===== config.mk =====
export PLATFORM = sky130hd
export DESIGN_NAME = hazard_stall_unit
export DESIGN_NICKNAME = d
export VERILOG_FILES = /design/src/rtl/hazard_stall_unit.sv
export SDC_FILE = /design/constraint.sdc
export NUM_CORES = 1
export LEC_CHECK = 0
export ABC_AREA = 1
export ABC_CLOCK_PERIOD_IN_PS = 3250
export CORE_ASPECT_RATIO = 1.4
export CORE_MARGIN = 3
export CORE_UTILIZATION = 44
export DETAILED_ROUTE_END_ITERATION = 10
export GPL_ROUTABILITY_DRIVEN = 0
export HOLD_SLACK_MARGIN = 0.05
export PLACE_DENSITY = 0.79
export SLEW_MARGIN = 20
export SYNTH_ARGS = -nofsm -noshare
export SYNTH_HDL_FRONTEND = slang
export SYNTH_SLANG_ARGS = --single-unit

===== constraint.sdc =====
create_clock -name Clk -period 3.25 [get_ports Clk]
set_input_delay 0.65 -clock Clk [delete_from_list [all_inputs] [get_ports Clk]]
set_output_delay 0.65 -clock Clk [all_outputs]
set_load 0.01 [all_outputs]

===== src/rtl/hazard_stall_unit.sv =====
// rtl/hazard_stall_unit.sv - MIPS pipeline interlock: load-use stalls, HI/LO interlock, branch flushes, stall counter.
// HI/LO interlock (FSM, busy counter, HL term) is built only when HILO_INTERLOCK_EN is defined.
module hazard_stall_unit #(
   parameter int MULDIV_LAT  = 4,
   parameter int STALL_CNT_W = 16
) (
   input  logic                   Clk,
   input  logic                   Rst,
   input  logic [4:0]             IDrs,
   input  logic [4:0]             IDrt,
   input  logic                   IDUsesRs,
   input  logic                   IDUsesRt,
   input  logic                   IDReadHI,
   input  logic                   IDReadLO,
   input  logic                   EXMemRead,
   input  logic                   EXRegWrite,
   input  logic [4:0]             EXDstReg,
   input  logic                   EXMulDiv,
   input  logic                   EXBranchTaken,
   output logic                   PCWrite,
   output logic                   IFIDWrite,
   output logic                   IFIDFlush,
   output logic                   IDEXFlush,
   output logic                   HiLoBusy,
   output logic [STALL_CNT_W-1:0] StallCount
);

   logic lu;
   logic hl;
   logic stall;
   logic hilo_pending;

   assign lu = EXMemRead & EXRegWrite & (EXDstReg != 5'd0) &
               ((IDUsesRs & (IDrs == EXDstReg)) | (IDUsesRt & (IDrt == EXDstReg)));

`ifdef HILO_INTERLOCK_EN
   typedef enum logic {RUN, HILO_BUSY} state_t;

   localparam logic [3:0] BC_LOAD = 4'(MULDIV_LAT - 1);

   state_t     state;
   logic [3:0] bc;

   // bc counts the remaining HILO_BUSY cycles; the FSM leaves as bc runs out
   always_ff @(posedge Clk or posedge Rst) begin
      if (Rst) begin
         state <= RUN;
         bc    <= 4'd0;
      end else if (EXMulDiv) begin
         state <= (BC_LOAD == 4'd0) ? RUN : HILO_BUSY;
         bc    <= BC_LOAD;
      end else if (state == HILO_BUSY) begin
         if (bc <= 4'd1) begin
            state <= RUN;
            bc    <= 4'd0;
         end else begin
            bc <= bc - 4'd1;
         end
      end
   end

   assign hilo_pending = EXMulDiv | (state == HILO_BUSY);
   assign hl           = (IDReadHI | IDReadLO) & hilo_pending;
`else
   // Constant zero; the HI/LO inputs stay referenced so the port list is unchanged
   assign hilo_pending = 1'b0;
   assign hl           = 1'b0 & (IDReadHI | IDReadLO | EXMulDiv | (MULDIV_LAT < 1));
`endif

   assign stall    = (lu | hl) & ~EXBranchTaken;
   assign HiLoBusy = ~Rst & hilo_pending;

   always_comb begin
      PCWrite   = 1'b1;
      IFIDWrite = 1'b1;
      IFIDFlush = 1'b0;
      IDEXFlush = 1'b0;
      if (Rst) begin
         PCWrite   = 1'b0;
         IFIDWrite = 1'b0;
         IFIDFlush = 1'b1;
         IDEXFlush = 1'b1;
      end else if (EXBranchTaken) begin
         IFIDFlush = 1'b1;
         IDEXFlush = 1'b1;
      end else if (stall) begin
         PCWrite   = 1'b0;
         IFIDWrite = 1'b0;
         IDEXFlush = 1'b1;
      end
   end

   always_ff @(posedge Clk or posedge Rst) begin
      if (Rst) begin
         StallCount <= '0;
      end else if (!PCWrite && (StallCount != '1)) begin
         StallCount <= StallCount + 1'b1;
      end
   end

endmodule


Word level (Yosys, flattened, before mapping). Cells that the tools add are included.

Register bits: 16. Input port bits: 25.

Add/sub/neg operators: 1. Equal/unequal tests: 3. Muxes and demuxes: 8. Bitwise gates (word level): 8. Reductions and logical operators: 3.

Operators by type and width (count): $add A16 B1 Y16 const B (1); $ne A16 B16 Y1 const B (1); $eq A5 B5 Y1 (2); $mux W1 (8); $and A1 B1 Y1 (6); $reduce_bool A5 Y1 (1); $logic_and A1 B1 Y1 (1); $logic_not A1 Y1 (1); $not A1 Y1 (1); $or A1 B1 Y1 (1).

Logic depth before layout (Yosys ltp).
Depth in word-level cells: 10. Gate-level depth with buffers: 12. Depth with buffers taken out: 11.

Worst setup path before layout. OpenSTA, ideal clock, no wires.

Path type: input-to-output. Start point: input Rst. End point: output PCWrite. Arrival time: 1.644 ns. Slack: 0.956 ns. Stages: 5. Path through: inv_1 -> nand2_1 -> buf_4 -> inv_1 -> buf_4.

Longest elaborated chain between the ends: 1.

Ends and longest elaborated chain: start: declaration (line 8) `input logic Rst,`; $mux W1; end: declaration (line 20) `output logic PCWrite,`.

Every way passes these cells.

Worst setup path in the final report.
Start point: input EXDstReg[1]. End point: output IFIDWrite.

Longest elaborated chain between the ends: 8. Elaborated cells on any way between the ends: 12. Those cells by class: eq/ne: 2; mux: 3; bitwise: 6; reduce/logical: 1.

Ends and longest elaborated chain: start: declaration (line 17) `input logic [4:0] EXDstReg,`; $eq A5 B5 Y1 (line 34) `((IDUsesRs & (IDrs == EXDstReg)) | (IDUsesRt & (IDrt == EXDstReg)));`; $and A1 B1 Y1 (line 34); $or A1 B1 Y1 (line 34); $and A1 B1 Y1 (*) (line 33) `assign lu = EXMemRead & EXRegWrite & (EXDstReg != 5'd0) &`; $and A1 B1 Y1 (*) (line 70) `assign stall = (lu | hl) & ~EXBranchTaken;`; $mux W1 (*) (line 86) `end else if (stall) begin`; $mux W1 (*) (line 83) `end else if (EXBranchTaken) begin`; $mux W1 (*) (line 78) `if (Rst) begin`; end: declaration (line 21) `output logic IFIDWrite,`.

Mark *: on every way between the ends. The rest lies on a longest branch, timed or not.

==> flow_metrics.py <==
metrics = {
    "routing": {
        "drt_first_iter_violations": 25,
        "wl_met2_um": 1639,
        "post-route-drc-count": 0,
        "wl_per_cell_um": 10.86,
        "first_pass_iters": 4,
        "num_vias": 1344,
        "wl_met3_um": 140,
        "top_layer_used": "met4",
        "met1_length_um": 1187,
        "antenna_left": 0,
        "drt-total-wl_um": 3052,
        "via_per_inst": 4.783,
    },
    "finish": {
        "finalNetCount": 272,
        "antenna_cells": 0,
        "drive_above_1_share_pct": 5.306,
        "top_regs": "StallCount: 16 flops",
        "areaGrowthSynthToFinish_pct": 36.18,
        "multi_input_area_um2": 713.2,
        "n_fill_cell": 289,
        "largest_register_ffs": 16,
        "final-seq-area_um2": 400.4,
        "post-route-util_pct": 64.24,
        "regMostFlops": "StallCount",
    },
    "logic_synthesis": {
        "yosysSeqAreaShare_pct": 31.47,
        "synth_edf_count": 0,
        "syn_area_per_cell_um2": 6.238,
        "synth_area_um2": 1272,
        "synth_top_area_share_pct": 31.47,
        "yosys-top-cells-count": "nand2_1, inv_1, nand3_1",
        "ys.flop_type": "dfrtp_1",
        "synthCells": 204,
        "synth_nets": 230,
        "synthArstFlopShare_pct": 100.0,
        "synth_warnings": 0,
        "synth.largest_area_cell": "dfrtp_1",
        "yosysMostFrequentCell": "nand2_1",
        "netlist_top_cells_area": "dfrtp_1, nand2_1, nand3_1",
        "synth_cell_types": 20,
        "ys_seq_elements": 16,
    },
    "hold_path": {
        "hold_class": "reg2reg",
    },
    "critical_path": {
        "rr_worst_depth": 9,
        "arrival_ps": 2320,
        "critPathLaunch": "EXDstReg[1]",
        "start_kind": "input port",
        "required_ps": 2600,
        "critPathMostFrequentCell": "nand2_1",
        "timing.rr.end": "StallCount[3]$_DFFE_PP0P_",
        "endpoint_kind": "output port",
        "path_max_fanout": 4,
        "cp-endpoint": "IFIDWrite",
        "cpPeakStageDelay_ps": 540,
        "crit_chain": "clkdlybuf4s50_1, inv_1, nand2_1, nand2_1, nor2_1, nand3_1, nand2_1, nand3_1, nand2_1, inv_1, clkdlybuf4s50_1",
        "r2r_slack_ps": 1390,
        "cpMaxStageDelayCell": "clkdlybuf4s50_1",
        "reg2reg_from": "StallCount[0]$_DFFE_PP0P_",
        "worstSetupPathType": "in2out",
    },
    "sta": {
        "period_share_pct": 91.26,
        "skew_ps": 4.228,
        "hold_viol": 0,
        "final.setup.tns_ps": 0,
        "fin_crit_ps": 2966,
        "drv_slew": 0,
        "grt_setup_unrepaired": "no",
        "max_freq_mhz": 337.2,
        "setup-violations-final": 0,
    },
    "cts": {
        "cts_buffers": 3,
        "cts_tree": "done",
        "clock-sinks": 16,
        "htreeDepth": 1,
        "cts_buffer_depth": 2,
        "root_buffer": "clkbuf_4",
        "post_cts_buffers": 0,
        "holdBufCountCts": 0,
        "clk_pin_slew_worst_paths_ps": 90,
        "clock_insertion_delay_worst_skew_ps": 300,
        "post_cts_resized": 0,
    },
    "floorplan": {
        "die_h_um": 69.63,
        "rows": 22,
        "start_util_pct": 47.17,
        "core-area_um2": 2698,
        "ioPinCount": 46,
        "fp.dieW_um": 51.45,
        "die-area_um2": 3582,
    },
    "run": {
        "drv_cap": 0,
    },
    "placed_design": {
        "dp_hpwl_um": 2445,
        "portBuffers": 41,
    },
    "pwr": {
        "total_power_mw": 0.6191,
        "intPower_mw": 0.4102,
        "power_frac_comb_pct": 35.0,
        "power.density_nw_per_um2": 357.3,
        "p_seq_share_pct": 43.1,
        "switching_share_pct": 33.74,
        "p_switching_mw": 0.2089,
        "total_leakage_power_nw": 0.8740,
        "vdd_drop_max_mv": 0.2908,
        "pwr-share-clk_pct": 21.9,
    },
    "grt": {
        "grt_pass1_wl_um": 5361,
        "first_global_vias": 1318,
        "antenna_found_initial": 0,
        "globalRouteOverflowTotal": 0,
        "grt_use_total_pct": 18.86,
        "grt_max_degree": 21,
    },
    "run_status": {
        "run_status": "finished clean",
    },
}
==> power by group through the flow <==
| stage | logic [mW] | clock network (mW) | registers (mW) |
|---|---|---|---|
| 2_1_floorplan | 0.104 | 0 | 0.277 |
| 3_3_place_gp | 0.215 | 0 | 0.269 |
| 3_5_place_dp | 0.218 | 0 | 0.270 |
| 4_1_cts | 0.220 | 0.137 | 0.267 |
| 5_1_grt | 0.240 | 0.144 | 0.273 |
| 6_report | 0.217 | 0.136 | 0.267 |
==> worst max-delay path, delay by kind of cell <==
kind | cells | cell delay, ps
and+or+nand+nor | 7 | 500
buffers and inverters | 4 | 1150
==> cell usage in the layout, fill, tap and decap left out <==
cell and n:
clkbuf_8 1, nor2_2 1, nand2_1 80, dfrtp_1 16, buf_4 2, ha_1 1
and3_1 1, nand4_1 3, inv_1 30, nand3_2 1, nor2_4 1, nor2_1 17
xnor2_1 3, nand2_2 3, clkbuf_4 3, nand3_1 27, xor2_1 8, nor3_2 1
clkdlybuf4s50_1 41, conb_1 1, nor3_1 4
==> worst min path at each step <==
| stage | start | endpoint | slack [ps] | depth (start not counted) |
|---|---|---|---|---|
| floorplan | StallCount[10]$_DFFE_PP0P_ | StallCount[10]$_DFFE_PP0P_ | 540 | 2 |
| global placement | StallCount[10]$_DFFE_PP0P_ | StallCount[10]$_DFFE_PP0P_ | 510 | 2 |
| detailed placement | StallCount[10]$_DFFE_PP0P_ | StallCount[10]$_DFFE_PP0P_ | 520 | 2 |
| CTS | StallCount[10]$_DFFE_PP0P_ | StallCount[10]$_DFFE_PP0P_ | 540 | 2 |
| global route | StallCount[9]$_DFFE_PP0P_ | StallCount[9]$_DFFE_PP0P_ | 590 | 2 |
| finish | StallCount[10]$_DFFE_PP0P_ | StallCount[10]$_DFFE_PP0P_ | 540 | 2 |
==> layer usage <==
metal | GRT usage (%) | up-vias
met5 | 0 | -
met4 | 10.50 | 0
met3 | 2.151 | 9
met2 | 34.56 | 30
met1 | 19.78 | 604
li1 | - | 701
==> logic make-up (layout without fill, tap and decap cells) <==
logic type,after synthesis,after routing,share of synthesized area [%]
other,1,1,0.2947
flip-flops,16,16,31.46
AND/OR/NAND/NOR,139,139,47.20
buffers and inverters,36,77,12.49
XOR/XNOR,11,11,7.572
adder cells (fa/ha/maj),1,1,0.9831
==> per-stage QoR <==
step / hold WS, ps / std cells / area [µm²] / setup WS [ps]
floorplan: 538.2 / 204 / 1272 / 956.0
global placement: 511.6 / 277 / 1697 / 275.0
detailed placement: 520.6 / 277 / 1697 / 280.7
CTS: 544.0 / 281 / 1733 / 272.8
global route: 586.5 / 281 / 1733 / 141.1
finish: 541.1 / 281 / 1733 / 284.0
==> layout make-up <==
cell class / instances / area share (%)
tap: 36 / 2.599
clock buffer: 4 / 2.094
multi-input combinational: 152 / 41.16
inverter: 30 / 6.498
sequential: 16 / 23.10
timing repair buffer: 43 / 24.55
No activity file was read; power rests on OpenSTA's default activity.
